[src/rtl/sad_block_ctrl.sv]
// sad_block_ctrl: row-wise SAD pipeline (|diff| -> 8:2 compressor tree -> accumulator)
// with block framing, a fixed two-cycle pipeline drain and a valid/ready result handoff.
module sad_block_ctrl #(
  parameter int unsigned PIX_W = 8,
  parameter int unsigned LANES = 8,
  parameter int unsigned ROWS  = 8,
  parameter int unsigned SAD_W = PIX_W + $clog2(LANES * ROWS)
) (
  input  logic                     clk,
  input  logic                     rst,
  input  logic                     start,
  input  logic                     in_valid,
  output logic                     in_ready,
  input  logic [LANES*PIX_W-1:0]   cur_pix,
  input  logic [LANES*PIX_W-1:0]   ref_pix,
  output logic [SAD_W-1:0]         sad_out,
  output logic                     sad_valid,
  input  logic                     sad_ready,
  output logic                     busy
);

  localparam int unsigned RW    = PIX_W + 3;           // row-sum width for 8 lanes
  localparam int unsigned CNT_W = $clog2(ROWS + 1);    // beat counter, safe for ROWS=1

  typedef enum logic [1:0] {IDLE, LOAD, DRAIN, DONE} state_t;

  state_t             state;
  logic [CNT_W-1:0]   beat_cnt;
  logic               drain_cnt;
  logic               accept;

  logic [PIX_W-1:0]   diff_c [LANES];
  logic [PIX_W-1:0]   s1_diff [LANES];
  logic               s1_valid;
  logic [RW-1:0]      row_sum_c;
  logic [RW-1:0]      s2_sum;
  logic               s2_valid;
  logic [SAD_W-1:0]   acc;

  // Handshake flags decode straight from the state register.
  assign in_ready  = (state == LOAD);
  assign busy      = (state != IDLE);
  assign sad_valid = (state == DONE);
  assign sad_out   = acc;
  assign accept    = in_valid && in_ready;

  // Word-level 4:2 compressor: two carry-save stages, returns {carry, sum}.
  function automatic logic [2*RW-1:0] csa42(input logic [RW-1:0] a, input logic [RW-1:0] b,
                                            input logic [RW-1:0] c, input logic [RW-1:0] d);
    logic [RW-1:0] s0, c0, s1, c1;
    s0 = a ^ b ^ c;
    c0 = ((a & b) | (a & c) | (b & c)) << 1;
    s1 = s0 ^ d ^ c0;
    c1 = ((s0 & d) | (s0 & c0) | (d & c0)) << 1;
    return {c1, s1};
  endfunction

  // Per-lane unsigned absolute difference.
  always_comb begin
    for (int i = 0; i < LANES; i++) begin
      diff_c[i] = '0;
      if (cur_pix[i*PIX_W +: PIX_W] >= ref_pix[i*PIX_W +: PIX_W])
        diff_c[i] = cur_pix[i*PIX_W +: PIX_W] - ref_pix[i*PIX_W +: PIX_W];
      else
        diff_c[i] = ref_pix[i*PIX_W +: PIX_W] - cur_pix[i*PIX_W +: PIX_W];
    end
  end

  // 8:2 reduction of the S1 differences, then the final carry-propagate add.
  always_comb begin
    logic [RW-1:0]   ext [8];
    logic [2*RW-1:0] t0, t1, t2;
    for (int i = 0; i < 8; i++) ext[i] = RW'(s1_diff[i]);
    t0 = csa42(ext[0], ext[1], ext[2], ext[3]);
    t1 = csa42(ext[4], ext[5], ext[6], ext[7]);
    t2 = csa42(t0[RW-1:0], t0[2*RW-1:RW], t1[RW-1:0], t1[2*RW-1:RW]);
    row_sum_c = t2[RW-1:0] + t2[2*RW-1:RW];
  end

  // S1: capture lane differences of each accepted beat.
  always_ff @(posedge clk) begin
    if (rst) begin
      s1_valid <= 1'b0;
      for (int i = 0; i < LANES; i++) s1_diff[i] <= '0;
    end else begin
      s1_valid <= accept;
      if (accept)
        for (int i = 0; i < LANES; i++) s1_diff[i] <= diff_c[i];
    end
  end

  // S2: capture the reduced row sum.
  always_ff @(posedge clk) begin
    if (rst) begin
      s2_valid <= 1'b0;
      s2_sum   <= '0;
    end else begin
      s2_valid <= s1_valid;
      if (s1_valid) s2_sum <= row_sum_c;
    end
  end

  // Block accumulator: cleared on block start, adds each valid row sum.
  always_ff @(posedge clk) begin
    if (rst)
      acc <= '0;
    else if (state == IDLE && start)
      acc <= '0;
    else if (s2_valid)
      acc <= acc + SAD_W'(s2_sum);
  end

  // Block framing FSM: beat counting, fixed two-cycle drain, result handoff.
  always_ff @(posedge clk) begin
    if (rst) begin
      state     <= IDLE;
      beat_cnt  <= '0;
      drain_cnt <= 1'b0;
    end else begin
      case (state)
        IDLE: begin
          if (start) begin
            state    <= LOAD;
            beat_cnt <= '0;
          end
        end
        LOAD: begin
          if (accept) begin
            beat_cnt <= beat_cnt + CNT_W'(1);
            if (beat_cnt == CNT_W'(ROWS - 1)) begin
              state     <= DRAIN;
              drain_cnt <= 1'b0;
            end
          end
        end
        DRAIN: begin
          if (drain_cnt) state <= DONE;
          else           drain_cnt <= 1'b1;
        end
        DONE: begin
          if (sad_ready) state <= IDLE;
        end
        default: state <= IDLE;
      endcase
    end
  end

endmodule
[config.mk]
export PLATFORM = sky130hd
export DESIGN_NAME = sad_block_ctrl
export DESIGN_NICKNAME = d
export VERILOG_FILES = /design/src/rtl/sad_block_ctrl.sv
export SDC_FILE = /design/constraint.sdc
export NUM_CORES = 1
export LEC_CHECK = 0
export ABC_AREA = 1
export CORE_AREA = 2 2 160 162
export CTS_BUF_LIST = sky130_fd_sc_hd__clkbuf_16
export CTS_CLUSTER_SIZE = 24
export DETAILED_ROUTE_END_ITERATION = 10
export DIE_AREA = 0 0 162 164
export PLACE_DENSITY = 0.79
export SLEW_MARGIN = 10
export SYNTH_ARGS = -nofsm -noshare
export SYNTH_HDL_FRONTEND = slang
export SYNTH_SLANG_ARGS = --single-unit
[constraint.sdc]
create_clock -name clk -period 4.65 [get_ports clk]
set_input_delay 0.465 -clock clk [delete_from_list [all_inputs] [get_ports clk]]
set_output_delay 0.465 -clock clk [all_outputs]
set_load 0.1 [all_outputs]
# Word-level counts from Yosys, hierarchy flattened
# Memories as Yosys holds them, arrays and structs flattened.
# Index checks and enable logic that the tools add are counted.
# W data, S select, Z words.
# word_totals
inputBits	133
rom_bits	0
memories	1
ramBits	64
ff_bits	34
latch_bits	0
# classes
shift	0
n_mul	0
n_addsub	19
muxes	33
bitwise_logic	50
div_mod_pow	0
n_lt_le_gt_ge	8
eq_ne	9
n_reduce_logical	10
# memory_table
name	depth	width	rd	rd_ports_with_merged_regs	write_ports	line	rtl
s1_diff	8	8	8	0	8	33	logic [PIX_W-1:0] s1_diff [LANES];
# op_table
cell	count
$mux W8	16
$sub A8 B8 Y8	16
$and A8 B8 Y8	8
$ge A8 B8 Y1	8
$xor A8 B8 Y8	6
$and A8 B9 Y9	4
$or A8 B8 Y8	4
$and A10 B10 Y10	3
$or A10 B10 Y10	3
$or A8 B9 Y9	2
$or A9 B9 Y9	2
$xor A8 B9 Y9	2
$add A14 B11 Y14	1
$add A11 B11 Y11	1
$xor A10 B11 Y11	1
$and A10 B9 Y10	1
$and A9 B10 Y10	1
$mux W2	5
$or A10 B9 Y10	1
$xor A10 B10 Y10	1
$xor A10 B9 Y10	1
$xor A9 B10 Y10	1
$and A9 B9 Y9	1
$mux W4	2
other kinds (17)	38

# Logic depth before layout (Yosys ltp)
# Gate-level depths: netlist (run 1).
# An unclocked memory read counts as a cell.
# depth
ltp_word	14
mapped_depth	16
depth_no_buf	16

# Worst setup path before layout (run 1)
# No wires, ideal clock.
# synth_path
path_type	reg-to-reg
start	memory s1_diff[4][2], in the netlist s1_diff[1][2]
end	register s2_sum[8]
required_time_ns	4.541
synth_period_minus_slack_ns	3.750
path_stages_with_launch	16
arrival_time_ns	3.641
setup_ns	0.109
path_slack_ns	0.900
path_cell_list	edfxtp_1 > fa_1 > fa_1 > inv_1 > fa_1 > inv_1 > fa_1 > ha_1 > fa_1 > nand3_1 > nand3_1 > a21oi_1 > or2_2 > nand3_1 > nand2_1 > inv_1
# synth_rtl
element	line	rtl
start, declared	33	
end signal, assigned	99	if (s1_valid) s2_sum <= row_sum_c;
end, declared	36	logic [RW-1:0] s2_sum;

==> impl_metrics.yaml, run 1 <==
logic_synthesis:
  synth_simple_gate_area_share_pct: 27.7
  yosys.area_share.adder_pct: 25.6
  yosysSeqAreaShare_pct: 21.3
  postSynthNetCount: 2049
  syn_area_um2: 12200
  synth-seq-cells: 98
  yosys.cell_types.count: 42
  synth_cells: 1704
  avgSynthCellArea_um2: 7.18
  synthMuxAreaShare_pct: 0
  synth_top_family_by_area: "simple AND/OR/NAND/NOR gates"
  synth_warnings: 0
  synth_compound_area_share_pct: 9.13
  synthXorXnorAreaFrac_pct: 4.01
placement:
  io_buffers: 149
  dpl.hpwl_um: 21900
  place_congestion: 0.873
  post_dp_cell_area_um2: 13900
sta:
  slew_headroom_pct: 35.2
  fin_worst_skew_ns: 0.00561
  drv_slew: 0
  fin_setup_tns_ns: 0
  worst_hold_slack_ns: 0.474
  post-route-period-util_pct: 85.3
  setup_violations: 0
  worst_pin_slew_ns: 0.969
  finalHoldViolCount: 0
  rsz0062_at_grt: "no"
  post-route-min-period_ns: 3.97
  fmax_mhz: 252
route:
  drc: 0
  detail-route-antenna-nets: 0
  dr.pass1.iters: 7
  wl_per_cell_um: 12.0
  finalWirelength_um: 26000
  drt_iter0_markers: 583
  vias_per_cell: 4.86
  vias: 10500
worst_setup_path:
  cp-start-kind: "register"
  critPathMaxFanout: 3
  end_kind: "register"
  required_ns: 4.90
  cp_data_arrival_time_ns: 4.22
  path_class: "reg2reg"
  rrSetupSlack_ns: 0.68
clock_network:
  cts_resized: 0
  cts_root_buf: "clkbuf_16"
  clk_latency_ns: 0.35
  cts_tree: "yes"
  post_cts_buffers: 0
  htreeDepth: 3
  cts_hold_buf: 0
  cts.sinks: 98
  path_clk_slew_ns: 0.07
  numCtsBuffers: 9
  clock_tree.buffer_depth: 2
layout:
  areaGrowthSynthToFinish_pct: 16.0
  fin_nets: 2174
  antenna_cells: 0
  layout-drive-gt1-share_pct: 5.51
  design_area_um2: 14200
grt:
  grt_pass1_vias: 9928
  track_usage_pct: 19.7
  antenna_found_initial: 0
  grt_max_degree: 65
  overflow: 0
  grt_pass1_wl_um: 43400
pwr:
  internal_power_mw: 2.95
  seqPwrFrac_pct: 21.1
  ir_drop_uv: 594
  pwr-share-comb_pct: 66.2
  p_per_area_nw_per_um2: 394
  p_clk_share_pct: 12.8
  p_leak_nw: 7.44
  switchingPower_mw: 2.64
  swShare_pct: 47.2
hold_path:
  hold_path_class: "reg2reg"
run:
  max_cap_violations: 0
floorplanning:
  core_um2: 24800
  die-height_um: 164
  start_util_pct: 49.3
  fp.dieW_um: 162
  die_area_um2: 26600
  ios: 150
  rows: 58
outcome:
  status: "finished clean"
==> cells in the final DEF, fill, tap and decap left out, drive strengths merged <==
cell type and n:
xnor2 26, a21o 5, o211a 1, nand3b 17, a21oi 135, o21ai 37, clkinv 2, dfxtp 34
o22ai 1, and2 9, or2 3, inv 336, xor2 30, edfxtp 64, nor3 3, ha 148
o211ai 1, fa 64, nor3b 1, nand4 2, a21boi 1, clkbuf 9, o21a 10, buf 2
nand3 83, nor2 123, clkdlybuf4s50 149, nand2 533, o21bai 5
==> layout make-up <==
| class | count | area [um^2] |
|---|---|---|
| inverter | 331 | 1240 |
| clock buffer | 9 | 225 |
| clock inverter | 7 | 60.1 |
| sequential | 98 | 2600 |
| tap | 330 | 413 |
| timing repair buffer | 151 | 1510 |
| fill | 2297 | 10600 |
| multi-input combinational | 1238 | 8130 |
==> state kept, by name, summed over array words and instances (netlist names) <==
signal / flops
s1_diff: 64
state: 2
drain_cnt: 1
s1_valid: 1
s2_valid: 1
sad_out: 14
s2_sum: 11
beat_cnt: 4
==> Yosys cell counts <==
cell / count / share of area (%)
o21bai_1: 5 / 0.31
nand2_1: 512 / 16
xnor2_1: 26 / 1.9
buf_1: 1 / 0.031
or2_1: 1 / 0.051
and2_4: 8 / 0.57
buf_4: 8 / 0.49
buf_6: 10 / 0.92
nand2_2: 21 / 1.1
nand4_1: 2 / 0.10
o21ai_0: 27 / 1.1
clkbuf_1: 9 / 0.28
buf_2: 9 / 0.37
o21ai_1: 7 / 0.29
nor2_1: 106 / 3.3
a21boi_0: 1 / 0.061
inv_1: 330 / 10
o21a_2: 4 / 0.29
fa_1: 64 / 10
a21o_2: 2 / 0.14
nor3_1: 3 / 0.12
nor2_4: 11 / 1.0
o21ai_2: 3 / 0.21
nand3_1: 83 / 3.4
o211ai_1: 1 / 0.061
ha_1: 148 / 15
o211a_1: 1 / 0.082
nand3b_4: 8 / 1.3
inv_2: 1 / 0.031
a21oi_1: 120 / 4.9
nor3b_2: 1 / 0.10
o22ai_1: 1 / 0.051
dfxtp_1: 34 / 5.6
xor2_1: 30 / 2.1
edfxtp_1: 64 / 16
a21o_1: 3 / 0.18
nor2_2: 6 / 0.31
or2_2: 2 / 0.10
o21a_1: 6 / 0.37
and2_1: 1 / 0.051
a21oi_2: 15 / 1.1
nand3b_1: 9 / 0.55
==> stage by stage <==
step	util, %	power, mW	std cells	worst slack [ns]
after floorplan	-	4.04	1704	0.900
after global placement	56.0	4.69	2148	0.768
after detailed placement	56.0	4.82	2148	0.698
after CTS	57.1	5.60	2164	0.678
after global routing	57.1	6.24	2164	0.403
final	57.1	5.59	2164	0.682
==> layer usage <==
layer / part of all wire [%] / global-route usage (%) / up-vias
met5: 0 / 0 / -
met4: 0.83 / 3.22 / 0
met3: 3.4 / 2.40 / 23
met2: 51 / 37.6 / 187
met1: 44 / 24.2 / 4811
li1: - / - / 5499
==> critical path, stage by stage, from the launching register on <==
cell and delay, ns:
edfxtp_1 0.40, fa_1 0.50, fa_1 0.49, inv_1 0.05
fa_1 0.53, inv_1 0.05, fa_1 0.47, ha_1 0.22
fa_1 0.41, nand3_1 0.09, nand3_1 0.12, a21oi_1 0.23
or2_2 0.15, nand3_1 0.05, nand2_1 0.08, inv_1 0.04
==> power groups by stage <==
| stage | clock network (mW) | logic (mW) | registers [mW] |
|---|---|---|---|
| after floorplan | 0 | 2.84 | 1.19 |
| after global placement | 0 | 3.50 | 1.19 |
| after detailed placement | 0 | 3.62 | 1.20 |
| after CTS | 0.730 | 3.69 | 1.18 |
| after global routing | 0.761 | 4.28 | 1.20 |
| final | 0.715 | 3.70 | 1.18 |
==> cell families after synthesis <==
kind of cell | count (synthesis)
AO/OA/AOI/OAI | 196
XOR/XNOR | 56
adder cells (fa/ha/maj) | 212
buffers and inverters | 368
flip-flops | 98
AND/OR/NAND/NOR | 774
==> worst paths after layout <==
kind              cells after the start        end          start
hold / removal                        2  drain_cnt      drain_cnt
hold reg to reg                       2  drain_cnt      drain_cnt
setup / recovery                     15  s2_sum[8]  s1_diff[1][2]
setup reg to reg                     15  s2_sum[8]  s1_diff[1][2]
(Power assumes the default switching activity.)
==> inputs of run 2 (changes only) <==
--- a/config.mk
+++ b/config.mk
@@ -6,11 +6,11 @@
 export NUM_CORES = 1
 export LEC_CHECK = 0
 export ABC_AREA = 1
-export CORE_AREA = 2 2 160 162
+export CORE_AREA = 2 2 155 157
 export CTS_BUF_LIST = sky130_fd_sc_hd__clkbuf_16
 export CTS_CLUSTER_SIZE = 24
 export DETAILED_ROUTE_END_ITERATION = 10
-export DIE_AREA = 0 0 162 164
+export DIE_AREA = 0 0 157 159
 export PLACE_DENSITY = 0.79
 export SLEW_MARGIN = 10
 export SYNTH_ARGS = -nofsm -noshare
==> constraint.sdc (replaced) <==
create_clock -name clk -period 3.6 [get_ports clk]
set_input_delay 0.36 -clock clk [delete_from_list [all_inputs] [get_ports clk]]
set_output_delay 0.36 -clock clk [all_outputs]
set_load 0.1 [all_outputs]
==> run 2 against run 1 <==
  * The run now ends with setup timing left
  * Worst setup slack got worse by 0.90 ns
  * Clock power rose by 38%
  * Cell count fell by 0.32%
  * Wire length rose by 0.49%
  * Count of clock-buffer cells in the layout did not move
  * Critical endpoint unchanged
  * Hold slack improved by 0.0066 ns
  * Via count barely moved
  * Register-to-register slack got worse by 0.90 ns
  * Flip-flop and latch count did not move
==> impl_metrics.yaml, run 2 (synthesis gave the netlist of run 1 again) <==
sta:
  rsz0062_at_grt: "yes"
  post-route-min-period_ns: 3.82
  setup_violations: 4
  fin_worst_skew_ns: 0.00483
  post-route-period-util_pct: 106
  drv_slew: 0
  fmax_mhz: 262
  slew_headroom_pct: 35.4
  worst_pin_slew_ns: 0.966
  finalHoldViolCount: 0
  final.setup.worst_slack_ns: -0.215
route:
  detail-route-antenna-nets: 0
  drc: 0
  vias_per_cell: 4.88
  vias: 10500
  finalWirelength_um: 26100
  wl_per_cell_um: 12.1
  drt_iter0_markers: 576
  dr.pass1.iters: 5
worst_setup_path:
  path_cells: "fa_1 -> inv_1 -> fa_1 -> fa_1 -> inv_1 -> fa_1 -> ha_2 -> fa_2 -> nand3_2 -> nand3_4 -> a21oi_4 -> or2_4 -> nand3_2 -> nand2_1 -> inv_1"
  rrSetupSlack_ns: -0.22
  critPathMaxFanout: 3
  rr_endpoint: "s2_sum[8]"
  path_class: "reg2reg"
  slowest_stage: "fa_1"
  cp_data_arrival_time_ns: 4.06
  cpMostUsedCell: "fa_1"
  required_ns: 3.85
  crit_path_max_incr_delay_ns: 0.55
  worstReg2RegStart: "s1_diff[0][2]"
  path_buf_inv: 3
  path_delay_family: "adder cells"
  reg2reg_depth: 15
  end_kind: "register"
  cp-start-kind: "register"
run:
  max_cap_violations: 0
layout:
  final_cell_mix: "510 x nand2_1, 329 x inv_1, 149 x clkdlybuf4s50_1, 144 x ha_1, 116 x a21oi_1"
  final_cells: 2157
  areaGrowthSynthToFinish_pct: 17.4
  post-route-util_pct: 61.9
  multi_input_area_um2: 8240
  largest_reg_flops: 64
  antenna_cells: 0
  seq_area_um2: 2600
  layout-drive-gt1-share_pct: 6.64
  regMostFlops: "s1_diff"
  fin_nets: 2178
  layout.cells.most_common: "nand2_1"
  nFillCells: 2044
floorplanning:
  core_um2: 23200
  die_area_um2: 25000
  die-height_um: 159
  fp.dieW_um: 157
  start_util_pct: 52.7
  ios: 150
  rows: 56
clock_network:
  path_clk_slew_ns: 0.07
  clock_tree.buffer_depth: 2
  cts_root_buf: "clkbuf_16"
  clk_latency_ns: 0.34
  cts_tree: "yes"
  htreeDepth: 3
  cts.sinks: 98
  numCtsBuffers: 9
hold_path:
  hold_path_class: "reg2reg"
  holdPathStages: 2
  hold_end: "drain_cnt"
  worstHoldStart: "drain_cnt"
grt:
  grt_max_degree: 43
  gr-usage-met1_pct: 26.1
  grt_pass1_wl_um: 44100
  overflow: 0
  antenna_found_initial: 0
  grtUsageMet2_pct: 39.2
  grt_pass1_vias: 10300
  track_usage_pct: 21.1
  grt-busiest-layer: "met2"
  use_met3_pct: 2.42
placement:
  post-place-ws_ns: -0.243
  dpl.hpwl_um: 21900
  io_buffers: 149
  dp_cells: 2140
  place_congestion: 0.862
pwr:
  ir_drop_uv: 918
  p_leak_nw: 7.49
  p_per_area_nw_per_um2: 605
outcome:
  status: "complete, but fails checks"
  violations: "setup timing"
-- run 2: per-stage QoR --
stage | instance area [um^2] | hold slack (ns) | setup TNS [ns] | power (mW)
finish | 14400 | 0.481 | -0.636 | 8.69
floorplan | 12200 | 0.450 | -0.0528 | 5.30
CTS | 14300 | 0.481 | -0.662 | 8.10
detailed placement | 13900 | 0.472 | -0.592 | 6.53
global placement | 13900 | 0.461 | -0.208 | 6.28
global route | 14400 | 0.526 | -1.33 | 9.49
-- run 2: where the power goes --
part,switching (mW),total [mW],internal [mW]
clock,0.434,0.986,0.552
combinational,3.50,6.18,2.68
sequential,0.118,1.52,1.40
-- run 2: area by class of cell --
class | instances | area share, %
Multi-Input combinational cell | 1238 | 57.4
Inverter | 331 | 8.65
Tap cell | 319 | 2.78
Clock inverter | 7 | 0.592
Sequential cell | 98 | 18.1
Clock buffer | 9 | 1.57
Timing Repair Buffer | 155 | 10.9
-- run 2: what timing repair did --
action,CTS,global route
setup buffers,1,1
setup endpoints to repair,6,8
hold buffers,0,0
resized for setup,10,11
pin swaps,10,9
-- run 2: how the worst max path moves through the flow --
stage | slack, ns | cells past startpoint | start | to
2_1_floorplan | -0.05 | 15 | s1_diff[1][2] | s2_sum[8]
3_3_place_gp | -0.14 | 15 | s1_diff[1][2] | s2_sum[8]
3_5_place_dp | -0.24 | 15 | s1_diff[1][2] | s2_sum[8]
4_1_cts | -0.25 | 15 | s1_diff[1][18] | s2_sum[8]
5_1_grt | -0.34 | 15 | s1_diff[1][2] | s2_sum[8]
6_report | -0.22 | 15 | s1_diff[0][2] | s2_sum[8]
-- run 2: per-layer routing --
metal	up-vias	part of all wire (%)
met4	0	1.6
met5	-	0
met3	27	3.7
met1	4774	44
met2	216	51
li1	5506	-
-- run 2: worst reg2reg max path: stages (launching register included) --
cell and delay (ns):
edfxtp_1 0.40, fa_1 0.55, inv_1 0.05, fa_1 0.49, fa_1 0.51, inv_1 0.05
fa_1 0.45, ha_2 0.21, fa_2 0.36, nand3_2 0.09, nand3_4 0.09, a21oi_4 0.18
or2_4 0.14, nand3_2 0.05, nand2_1 0.08, inv_1 0.03
==> edit, RTL diff (settings of run 1) <==
Encoding of `state_t`: now one-hot (4 bits for 4 states).
--- a/src/rtl/sad_block_ctrl.sv
+++ b/src/rtl/sad_block_ctrl.sv
@@ -22,7 +22,7 @@
   localparam int unsigned RW    = PIX_W + 3;           // row-sum width for 8 lanes
   localparam int unsigned CNT_W = $clog2(ROWS + 1);    // beat counter, safe for ROWS=1
 
-  typedef enum logic [1:0] {IDLE, LOAD, DRAIN, DONE} state_t;
+  typedef enum logic [3:0] {IDLE = 4'b0001, LOAD = 4'b0010, DRAIN = 4'b0100, DONE = 4'b1000} state_t;
 
   state_t             state;
   logic [CNT_W-1:0]   beat_cnt;
Behaviour: no difference found for any inputs over 4 cycles, from zero or initial values and one cycle with rst high; so few cycles prove little.
==> edit against run 1 <==
Total power decreased by 33%. Via count increased by 5.6%. Wire length increased by 5.0%. Final area increased by 0.46%. Worst setup slack improved by 0.035 ns. Clock power increased by 2%. Sequential cell count increased by 2. Area after synthesis decreased by 0.38%. Highest routed layer unchanged.
==> edit: results (changes against run 1) <==
[clock_network]
clockRootBuffer = clkbuf_16
path_clk_slew_ns = 0.07  ; about the same
cts.path.max_buffers = 2  ; unchanged
cts_buffers = 9  ; unchanged
htree_levels = 3  ; unchanged
ctsResizeCount = 0  ; unchanged
clk_latency_ns = 0.35  ; about the same
cts_setup_buffers = 0  ; unchanged

[setup_path]
critPathTopFamily = adder cells
critPathMaxStageDelay_ns = 0.54
cpMaxStageDelayCell = fa_1
path_max_fanout = 3  ; unchanged

[drt]
highest_layer = met4
drt-total-wl_mm = 27.3  ; +5.0%
first_iter_violations = 667  ; +14%
wl_met2_mm = 13.5  ; +1.0%
wl_met3_mm = 1.30  ; +47%
wl_met1_mm = 11.8  ; +2.4%
avgViaCountPerCell = 4.85  ; -0.26%
drt_first_pass_iters = 5  ; -2

[synth]
synth_common_cells = nand2_1 (595), inv_1 (409), ha_1 (143), nor2_1 (129), a21oi_1 (126)
yosys-top-cells-area = nand2_1 (18%), edfxtp_1 (16%), ha_1 (15%)
ys_warn_count = 0  ; unchanged
seq_area_frac_synth_pct = 21.7  ; +0.41 points
ys_types = 35  ; -17%
synthFlopType = edfxtp_1
async_reset_ff_share_pct = 0  ; unchanged
avgSynthCellArea_sq_um = 6.68  ; -6.9%
syn_nets = 2163  ; +5.6%
synth_edf_count = 64  ; unchanged

[global_routing]
grtUsageTotal_pct = 20.8  ; +1.1 points
grt_pass1_wl_mm = 45.6  ; +5.0%
grt_pass1_vias = 10457  ; +5.3%
grt_antenna_before_repair = 0  ; unchanged
grt_max_degree = 65  ; unchanged

[power]
p_leak_nw = 7.81  ; +5.0%
ir_drop_mv = 0.285  ; -52%

[sta]
slew_viol_final = 0  ; unchanged
worst_pin_slew_ns = 0.964  ; -0.00533 ns
skew_ns = 0.00924  ; +0.00363 ns

[worst_hold_path]
hp-class = reg -> reg

[place]
dp_cells = 2275  ; +5.9%
dp_hpwl_mm = 22.8  ; +4.2%
numPortBuffers = 149  ; unchanged
dpl_cell_area_sq_um = 14000  ; +0.41%
place_congestion = 0.895  ; +2.5%

[final_layout]
layout.nets = 2296  ; +5.6%
largest_register_ffs = 64  ; unchanged
fin_cells = 2291  ; +5.9%
nFillCells = 2297  ; unchanged
antennaDiodeCount = 0  ; unchanged
largest_register = s1_diff
drive_gt1_share_pct = 2.40  ; -3.1 points

[status]
status = finished clean

-- edit: changes by cell type after synthesis, moves of 8 or more --
| cell | change |
|---|---|
| inv_2 | +9 |
| nor2_4 | -10 |
| nand2_2 | -13 |
| buf_4 | -8 |
| a21oi_2 | -15 |
| xnor2_1 | -10 |
| and2_4 | -8 |
| nand4_1 | +9 |
| inv_1 | +79 |
| nor2_1 | +23 |
| nand3_1 | +13 |
| nand3b_4 | -8 |
| nand2_1 | +83 |
-- edit: power by group --
group / switching, mW / leakage, nW / internal (mW)
logic: 1.17 / 6.72 / 0.787
clock network: 0.354 / 0.142 / 0.378
registers: 0.0305 / 0.951 / 0.997
total: 1.56 / 7.81 / 2.16
-- edit: path summary, 6_finish.rpt --
check	start	endpoint	slack [ns]	depth (start not counted)
setup / recovery	s1_diff[1][2]$_SDFFCE_PN0P_	s2_sum[8]$_SDFFE_PP0P_	0.72	15
hold / removal	drain_cnt$_SDFFE_PP0P_	drain_cnt$_SDFFE_PP0P_	0.48	2
setup reg to reg	s1_diff[1][2]$_SDFFCE_PN0P_	s2_sum[8]$_SDFFE_PP0P_	0.72	15
hold reg to reg	drain_cnt$_SDFFE_PP0P_	drain_cnt$_SDFFE_PP0P_	0.48	2
-- edit: per-layer routing --
layer / vias up / GRT usage [%]
li1: 5788 / -
met1: 5032 / 24.8
met2: 250 / 38.4
met4: 0 / 6.32
met3: 38 / 3.56
met5: - / 0
-- edit: metrics by stage --
step / total power, mW / setup slack, ns / hold slack [ns] / utilization [%]
2_1_floorplan: 2.49 / 0.955 / 0.435 / -
3_3_place_gp: 2.90 / 0.841 / 0.446 / 56.2
3_5_place_dp: 2.98 / 0.720 / 0.468 / 56.2
4_1_cts: 3.73 / 0.704 / 0.479 / 57.4
5_1_grt: 4.08 / 0.569 / 0.495 / 57.4
6_report: 3.72 / 0.718 / 0.478 / 57.4
-- edit: cells by family after synthesis --
group,after synthesis,synth area share (%)
AOI/OAI and AO/OA,163,6.97
xor gates and xnor gates,53,3.81
adders and majority gates,207,25.2
buffers and inverters,449,14.3
DFF,100,21.7
and+or+nand+nor,851,28.1
-- edit: worst min-delay path, cell delays in order (launching register included) --
cell,delay [ns]
dfxtp_1,0.32
nand2_1,0.06
a21oi_1,0.06
-- edit: layout make-up --
class | instances | area share [%]
Multi-Input combinational cell | 1274 | 54.9
Sequential cell | 100 | 18.5
Inverter | 420 | 11.1
Timing Repair Buffer | 151 | 10.6
Tap cell | 330 | 2.90
Clock buffer | 9 | 1.58
Clock inverter | 7 | 0.474
